`src/rtl/compare_seq_ctrl.sv`:
```
// Digit-serial unsigned magnitude compare built on one 2-bit slice.
// Digits are fed MSB first; the walk stops at the first unequal digit.
module compare2 (
  input  logic [1:0] x,
  input  logic [1:0] y,
  output logic       gt,
  output logic       eq,
  output logic       lt
);

  always_comb begin
    gt = 1'b0;
    eq = 1'b0;
    lt = 1'b0;
    unique case (1'b1)
      (x > y):  gt = 1'b1;
      (x == y): eq = 1'b1;
      default:  lt = 1'b1;
    endcase
  end

endmodule

module compare_seq_ctrl #(
  parameter int WIDTH = 8
) (
  input  logic             clk,
  input  logic             reset,
  input  logic             start,
  input  logic [WIDTH-1:0] a,
  input  logic [WIDTH-1:0] b,
  output logic             busy,
  output logic             done,
  output logic             gt,
  output logic             eq,
  output logic             lt
);

  localparam int N  = WIDTH / 2;
  localparam int CW = (N > 1) ? $clog2(N) : 1;
  localparam logic [CW-1:0] CLAST = CW'(N - 1);

  typedef enum logic [1:0] {
    IDLE = 2'd0,
    RUN  = 2'd1,
    DONE = 2'd2
  } state_t;

  state_t         state;
  logic [WIDTH-1:0] sa;
  logic [WIDTH-1:0] sb;
  logic [CW-1:0]  cnt;
  logic           s_gt;
  logic           s_eq;
  logic           s_lt;

  // The slice only ever sees the top digit of the shifting operands.
  compare2 u_slice (
    .x  (sa[WIDTH-1 -: 2]),
    .y  (sb[WIDTH-1 -: 2]),
    .gt (s_gt),
    .eq (s_eq),
    .lt (s_lt)
  );

  always_ff @(posedge clk) begin
    if (reset) begin
      state <= IDLE;
      busy  <= 1'b0;
      done  <= 1'b0;
      gt    <= 1'b0;
      eq    <= 1'b0;
      lt    <= 1'b0;
    end else begin
      done <= 1'b0;
      unique case (state)
        IDLE: begin
          if (start) begin
            sa    <= a;
            sb    <= b;
            cnt   <= CLAST;
            gt    <= 1'b0;
            eq    <= 1'b0;
            lt    <= 1'b0;
            busy  <= 1'b1;
            state <= RUN;
          end
        end
        RUN: begin
          if (!s_eq) begin
            gt    <= s_gt;
            lt    <= s_lt;
            eq    <= 1'b0;
            done  <= 1'b1;
            state <= DONE;
          end else if (cnt == '0) begin
            gt    <= 1'b0;
            lt    <= 1'b0;
            eq    <= 1'b1;
            done  <= 1'b1;
            state <= DONE;
          end else begin
            sa  <= sa << 2;
            sb  <= sb << 2;
            cnt <= cnt - 1'b1;
          end
        end
        DONE: begin
          busy  <= 1'b0;
          state <= IDLE;
        end
        default: begin
          busy  <= 1'b0;
          state <= IDLE;
        end
      endcase
    end
  end

endmodule
```
`config.mk`:
```
export PLATFORM = sky130hd
export DESIGN_NAME = compare_seq_ctrl
export DESIGN_NICKNAME = d
export VERILOG_FILES = /design/src/rtl/compare_seq_ctrl.sv
export SDC_FILE = /design/constraint.sdc
export NUM_CORES = 1
export LEC_CHECK = 0
export CAP_MARGIN = 30
export CELL_PAD_IN_SITES_DETAIL_PLACEMENT = 0
export CELL_PAD_IN_SITES_GLOBAL_PLACEMENT = 1
export CORE_ASPECT_RATIO = 1.2
export CORE_MARGIN = 3
export CORE_UTILIZATION = 30
export DETAILED_ROUTE_END_ITERATION = 8
export PLACE_DENSITY_LB_ADDON = 0.1
export SYNTH_ARGS = -nofsm -noshare
export SYNTH_HDL_FRONTEND = slang
export SYNTH_SLANG_ARGS = --single-unit
```
`constraint.sdc`:
```
create_clock -name clk -period 3.01 [get_ports clk]
set_clock_uncertainty 0.1 [all_clocks]
set_input_delay 0.602 -clock clk [delete_from_list [all_inputs] [get_ports clk]]
set_output_delay 0.602 -clock clk [all_outputs]
set_load 0.1 [all_outputs]
```
==> impl_metrics.yaml, run 1 <==
clock_tree:
  cts_buffer_depth: 2
  clock_sinks: 25
  clockRootBuffer: "clkbuf_8"
  cts-htree-levels: 1
  ctsResizeCount: 0
  cts.clk_slew.worst_paths_ps: 80
  cts_made_buffers: 3
  cts_tree: "built"
  postCtsHoldBufs: 0
  postCtsSetupBuffers: 0
  clkLatencyLatePin_ps: 260
global_route:
  grt_pass1_vias: 780
  grt_use_met3: 0.0216
  grt_pass1_wl_um: 3330
  antenna_found_initial: 0
  grt_usage: 0.102
  top_usage_layer: "met2"
  use_met1: 0.126
  grt_start_max_net_pins: 19
  grt-ovfl-total: 0
  met2_usage: 0.167
worst_setup_path:
  worstPathArrival_ps: 1700
  cp-end-kind: "flip-flop"
  crit_chain: "clkdlybuf4s50_1 > nor3_2 > buf_4"
  worst-path-max-fanout: 18
  slowest_stage: "clkdlybuf4s50_1"
  cp-start-kind: "input port"
  cp.required_ps: 2870
  worstSetupPathType: "input port to flip-flop"
  slowest_delay_ps: 580
job:
  maxCapViolations: 0
drt:
  wirelength_um: 1890
  antenna_left: 0
  drt_pass1_iterations: 4
  post_drt_wl_per_cell_um: 11.5
  num_vias: 758
  drc: 0
  drt_iter0_drc: 43
  avgViaCountPerCell: 4.59
sta:
  setup_viol: 0
  slew-limit-headroom: 0.645
  worst_pin_slew_ps: 533
  fmaxAchievable_mhz: 544
  finalHoldViolCount: 0
  fin_crit_ps: 1840
  period_share: 0.611
  tns_ps: 0
  grt_setup_unrepaired: "no"
  slew_viol_final: 0
synth:
  yosys_register_bits: 25
  syn_inst: 104
  avgSynthCellArea_um2: 10.3
  synth.net_count: 126
  syn_area_mm2: 0.00107
  ys_seq_area_frac: 0.636
  yosys_warnings: 0
  synth.distinct_cells: 20
layout:
  layout-drive-gt1-share: 0.0938
  fin_util: 0.405
  syn_to_final_growth_pct: 28.5
  nNetsFinal: 151
  n_antenna_cell: 0
die:
  die_y_um: 71.5
  initial_utilization: 0.315
  coreArea_mm2: 0.00340
  die_area_mm2: 0.00433
  rows: 23
  ios: 24
  die_w_um: 60.5
run_status:
  status: "completed"
placed_design:
  dp_hpwl_um: 1360
  port-buffer-count: 23
  gp_congestion: 0.716
min_path:
  hold_path.class: "flip-flop to flip-flop"
power:
  ir_drop_mv: 0.152
  p_per_area_mw_per_mm2: 524
  p_leak_nw: 0.562
layout by cell type (no fill, tap or decap):
| cell type | instances |
|---|---|
| o21bai_1 | 1 |
| nor3_1 | 4 |
| o41ai_1 | 1 |
| a21oi_1 | 4 |
| dfxtp_1 | 7 |
| nor2b_1 | 3 |
| nand2_1 | 40 |
| buf_4 | 7 |
| or2b_1 | 1 |
| clkdlybuf4s50_1 | 18 |
| nor3_2 | 1 |
| ha_1 | 3 |
| o21ai_0 | 3 |
| nor2_1 | 1 |
| or4_1 | 1 |
| clkbuf_8 | 3 |
| and4b_4 | 1 |
| and2_1 | 4 |
| edfxtp_1 | 18 |
| o211ai_1 | 1 |
| inv_1 | 5 |
| clkbuf_1 | 1 |
flip-flops by register name (all words and copies together), names as in the netlist, 2 cells and up:
signal and flops:
state 2, sa 8, sb 8, cnt 2
final cells by class:
class	instances	area, um2
Fill cell	354	2020
Tap cell	37	46.3
Sequential cell	25	681
Multi-Input combinational cell	69	353
Timing Repair Buffer	25	233
Clock buffer	4	45.0
Inverter	5	18.8
cells in the mapped netlist:
master,instances,share of area
or2b_1,1,0.0070
or4_1,1,0.0070
o21ai_0,3,0.014
o41ai_1,1,0.0082
nor2b_1,3,0.018
o21bai_1,1,0.0070
dfxtp_1,7,0.13
clkbuf_1,1,0.0035
o211ai_1,1,0.0070
buf_2,3,0.014
a21oi_1,4,0.019
clkbuf_2,1,0.0047
nand2_1,40,0.14
and4b_4,1,0.013
inv_1,5,0.018
ha_1,3,0.035
nor3_1,5,0.023
edfxtp_1,18,0.50
and2_1,4,0.023
nor2_1,1,0.0035
path summary, 6_finish.rpt:
path | endpoint | depth (start not counted) | from | slack, ps
max | cnt[0] | 3 | reset | 1170
min | eq | 2 | eq | 380
max reg2reg | cnt[0] | 5 | sa[7] | 1180
min reg2reg | eq | 2 | eq | 380
metrics by stage:
step	std cells	instance area, um2	setup WS [ps]	hold WS (ps)	power [mW]
after floorplan	104	1070	276	384	0.490
after global placement	161	1330	927	363	0.534
after detailed placement	161	1330	878	368	0.536
after CTS	165	1380	1150	380	0.738
after global routing	165	1380	1070	429	0.761
final	165	1380	1170	379	0.721
layer usage:
metal	vias to the layer above	share of wire
met2	15	0.52
met5	-	0
met1	349	0.43
met4	0	0.0090
met3	2	0.044
li1	392	-
where the power goes:
group	internal [mW]	leakage, nW	total [mW]	switching [mW]
clock	0.0945	0.0228	0.197	0.102
sequential	0.395	0.223	0.403	0.00738
combinational	0.0485	0.316	0.122	0.0734
cells by family after synthesis:
family,count (synthesis),synth area share
DFF,25,0.636
and+or+nand+nor,56,0.235
adders and majority gates,3,0.0351
buffers and inverters,10,0.0397
AOI/OAI and AO/OA,10,0.0549
worst max-delay path, delay by kind of cell:
kind,cells,cell delay (ps)
AND/OR/NAND/NOR,1,220
buffers and inverters,2,860
Note: power is estimated with default switching activity, not from simulation.
==> run 2: changes to the inputs <==
Clock period 3.01 ns to 1.9 ns, I/O delays scaled along.
==> run 2 against run 1 <==
Net effect: worst setup slack got worse by 1100 ps; critical path type is now flip-flop to flip-flop; highest routed layer unchanged; die area stayed put; utilization grew 2.7 points; register-to-register slack got worse by 1100 ps; cell area up 6.7%; final cell count up 0.61%; global-route usage about the same.
==> impl_metrics.yaml, run 2 (same netlist as run 1, synthesis figures left out) <==
power:
  ir_drop_mv: 0.305
  power.share.clock: 0.263
  combPwrFrac: 0.187
  total_power_mw: 1.17
  p_int_mw: 0.874
  swShare: 0.251
  p_per_area_mw_per_mm2: 795
  p_leak_nw: 0.585
  seqPwrFrac: 0.550
  p_switching_mw: 0.293
global_route:
  antenna_found_initial: 0
  grt-ovfl-total: 0
  grt_usage: 0.102
  grt_start_max_net_pins: 19
  grt_pass1_vias: 768
  grt_pass1_wl_um: 3280
worst_setup_path:
  cp-startpoint: "sa[7]"
  cp.required_ps: 1780
  rr_startpoint: "sa[7]"
  r2r-end: "sb[4]"
  cp-end-kind: "flip-flop"
  cp-start-kind: "flip-flop"
  rr_worst_depth: 5
  crit_end: "sb[4]"
  worstPathArrival_ps: 1660
  worstSetupPathType: "flip-flop to flip-flop"
  worst-path-max-fanout: 18
  reg2reg_slack_ps: 120
drt:
  drc: 0
  wirelength_um: 1910
  drt_pass1_iterations: 3
  antenna_left: 0
  avgViaCountPerCell: 4.48
  post_drt_wl_per_cell_um: 11.5
  num_vias: 744
  drt_iter0_drc: 11
sta:
  fmaxAchievable_mhz: 560
  tns_ps: 0
  timing.hold.ws_ps: 409
  fin_crit_ps: 1780
  grt_setup_unrepaired: "no"
  period_share: 0.939
  worst_pin_slew_ps: 575
  slew-limit-headroom: 0.617
  finalHoldViolCount: 0
  post-route-worst-setup-slack_ps: 116
  setup_viol: 0
  slew_viol_final: 0
run_status:
  status: "completed"
layout:
  final_common_cell: "nand2_1"
  layout_common_cells: "nand2_1, edfxtp_1, clkdlybuf4s50_1, dfxtp_1, buf_12"
  seq_area_um2: 681
  nNetsFinal: 152
  multi_input_area_um2: 363
  fillers: 349
  reg.largest.list: "sa: 8 flops, sb: 8 flops"
  fin_util: 0.433
  layout-drive-gt1-share: 0.109
  n_antenna_cell: 0
  syn_to_final_growth_pct: 37.1
  fin_area_mm2: 0.00147
  fin_cells: 166
placed_design:
  placed_cell_area_mm2: 0.00142
  pre_cts_slack_ps: 119
  gp_congestion: 0.655
  dp_hpwl_um: 1410
  port-buffer-count: 23
  place_inst: 162
die:
  rows: 23
  coreArea_mm2: 0.00340
  initial_utilization: 0.315
  die_y_um: 71.5
  die_area_mm2: 0.00433
  ios: 24
  die_w_um: 60.5
job:
  maxCapViolations: 0
min_path:
  hold_path.class: "flip-flop to flip-flop"
clock_tree:
  postCtsSetupBuffers: 0
  clock_sinks: 25
  postCtsHoldBufs: 0
  ctsResizeCount: 0
  clkLatencyLatePin_ps: 260
  clockRootBuffer: "clkbuf_8"
  cts_made_buffers: 3
  cts.clk_slew.worst_paths_ps: 90
  cts_buffer_depth: 2
  cts_tree: "built"
  cts-htree-levels: 1
[run 2: routing by layer]
| layer | GRT usage | vias to the layer above | share of wire |
|---|---|---|---|
| met3 | 0.0252 | 2 | 0.040 |
| met1 | 0.122 | 333 | 0.45 |
| met2 | 0.168 | 14 | 0.50 |
| met4 | 0.0506 | 0 | 0.0089 |
| met5 | 0 | - | 0 |
| li1 | - | 395 | - |
[run 2: worst min-delay path by stage]
stage / startpoint / end / slack, ps / cells after the start
3_5_place_dp: sb[0] / sb[2] / 390 / 2
6_report: sb[0] / sb[2] / 410 / 2
3_3_place_gp: sa[3] / sa[5] / 390 / 2
2_1_floorplan: sa[0] / sa[2] / 380 / 2
4_1_cts: sb[0] / sb[2] / 410 / 2
5_1_grt: sa[2] / sa[4] / 450 / 2
[run 2: power groups by stage]
stage | sequential [mW] | combinational [mW] | clock (mW)
after global routing | 0.646 | 0.240 | 0.346
after CTS | 0.643 | 0.224 | 0.324
after detailed placement | 0.655 | 0.223 | 0
final | 0.642 | 0.218 | 0.307
after floorplan | 0.691 | 0.0891 | 0
after global placement | 0.654 | 0.221 | 0
[run 2: area by class of cell]
cell class	instances	share of cell area
Clock buffer	4	0.0307
Multi-Input combinational cell	69	0.247
Inverter	5	0.0128
Sequential cell	25	0.463
Timing Repair Buffer	26	0.215
Tap cell	37	0.0315
[run 2: worst max-delay path: stages (launching register included)]
cell and delay, ps:
edfxtp_1 400, ha_1 330, and4b_4 270, a21oi_2 60, nor3_4 150, buf_12 180
==> run 3: changes to the inputs <==
Settings changed: SETUP_SLACK_MARGIN set to 0.15, SLEW_MARGIN set to 5.
==> run 3 against run 2 <==
Net effect: total power increased by 0.15%; first-iteration DRC count shrank 9.1%; critical path depth unchanged; worst setup slack improved by 4.4 ps; fmax rose by 0.25%; via count down 0.27%; combinational power about the same; register-to-register slack barely moved; sequential cell count did not move; die area unchanged; clock-buffer cell count unchanged; final cell count unchanged; critical path type unchanged; largest power group unchanged.
==> impl_metrics.yaml, run 3 (same netlist as run 1, synthesis figures left out) <==
worst_setup_path:
  cp-startpoint: "sa[7]"
  slowest_stage: "edfxtp_1"
  cp.required_ps: 1780
  worstPathArrival_ps: 1660
  cp-end-kind: "flip-flop"
  cp-start-kind: "flip-flop"
  rr_startpoint: "sa[7]"
  worst-path-max-fanout: 18
  slowest_delay_ps: 390
  worstSetupPathType: "flip-flop to flip-flop"
  crit_chain: "ha_1 > and4b_4 > a21oi_2 > nor3_4 > buf_12"
sta:
  grt_setup_unrepaired: "yes"
  setup_viol: 0
  worst_pin_slew_ps: 575
  period_share: 0.937
  slew-limit-headroom: 0.616
  timing.hold.ws_ps: 411
  finalHoldViolCount: 0
  slew_viol_final: 0
  fin_crit_ps: 1780
  fmaxAchievable_mhz: 562
die:
  die_area_mm2: 0.00433
  rows: 23
  die_w_um: 60.5
  ios: 24
  initial_utilization: 0.315
  die_y_um: 71.5
  coreArea_mm2: 0.00340
power:
  p_per_area_mw_per_mm2: 796
  ir_drop_mv: 0.306
  p_leak_nw: 0.585
global_route:
  grt_pass1_wl_um: 3270
  grt_start_max_net_pins: 19
  grt_use_met3: 0.0252
  antenna_found_initial: 0
  grt_pass1_vias: 769
  grt-ovfl-total: 0
  grt_usage: 0.102
  use_met1: 0.123
  top_usage_layer: "met2"
  met2_usage: 0.166
drt:
  post_drt_wl_per_cell_um: 11.4
  drt_iter0_drc: 10
  antenna_left: 0
  avgViaCountPerCell: 4.47
  drc: 0
  drt_pass1_iterations: 3
  wirelength_um: 1900
  num_vias: 742
clock_tree:
  clkLatencyLatePin_ps: 260
  cts.clk_slew.worst_paths_ps: 90
  postCtsHoldBufs: 0
  cts-htree-levels: 1
  clockRootBuffer: "clkbuf_8"
  cts_tree: "built"
  cts_made_buffers: 3
  cts_buffer_depth: 2
  clock_sinks: 25
placed_design:
  gp_congestion: 0.655
  port-buffer-count: 23
  place_inst: 162
  dp_hpwl_um: 1410
layout:
  reg.largest.list: "sa: 8 flops, sb: 8 flops"
  layout-drive-gt1-share: 0.109
  n_antenna_cell: 0
  layout_common_cells: "nand2_1, edfxtp_1, clkdlybuf4s50_1, dfxtp_1, buf_12"
  nNetsFinal: 152
  fin_cells: 166
  syn_to_final_growth_pct: 37.1
  final_common_cell: "nand2_1"
run_status:
  status: "completed"
job:
  maxCapViolations: 0
min_path:
  hold_path.class: "flip-flop to flip-flop"
  hp-start: "sb[0]"
==> run 3: cell counts in the layout (fill, tap and decap cells not counted) <==
Identical to the previous run, type by type.
==> run 3: path summary, 6_finish.rpt <==
path              cells after the start    end  slack [ps]
hold reg to reg                       2  sb[2]         410
setup reg to reg                      5  sb[4]         120
hold / removal                        2  sb[2]         410
setup / recovery                      5  sb[4]         120
==> run 3: layer usage <==
metal | up-vias | part of all wire
met5 | - | 0
met3 | 2 | 0.040
met4 | 0 | 0.0090
li1 | 395 | -
met2 | 14 | 0.49
met1 | 331 | 0.46
==> run 3: cell type report <==
type | count | area (um2)
fillers | 349 | 1930
flip-flops and latches | 25 | 681
multi-input cells | 69 | 363
repair buffers | 26 | 315
well taps | 37 | 46.3
clock buffers | 4 | 45.0
inverters | 5 | 18.8
==> run 3: metrics by stage <==
step	setup TNS, ps	setup WS (ps)	utilization	power [mW]	area, um2
after global routing	0	57.3	0.433	1.23	1470
after detailed placement	0	119	0.419	0.879	1420
after floorplan	-266	-14.8	-	0.781	1090
final	0	120	0.433	1.17	1470
after CTS	0	102	0.433	1.19	1470
after global placement	0	171	0.419	0.875	1420
==> run 3: repair_timing <==
item	CTS	global route
gates cloned	0	0
pin swaps	0	0
resized for setup	0	0
setup endpoints to repair	18	18
buffers inserted	0	0
==> run 3: where the power goes <==
group          internal [mW]  switching [mW]
registers              0.626          0.0157
clock network          0.150           0.159
logic                 0.0982           0.120
total                  0.874           0.295
==> run 3: critical path: cells and delay by family (launching register included) <==
| kind | cells | cell delay (ps) |
|---|---|---|
| fa+ha+maj | 1 | 330 |
| buf+inv | 1 | 180 |
| simple gates | 2 | 420 |
| flops | 1 | 390 |
| compound gates | 1 | 60 |
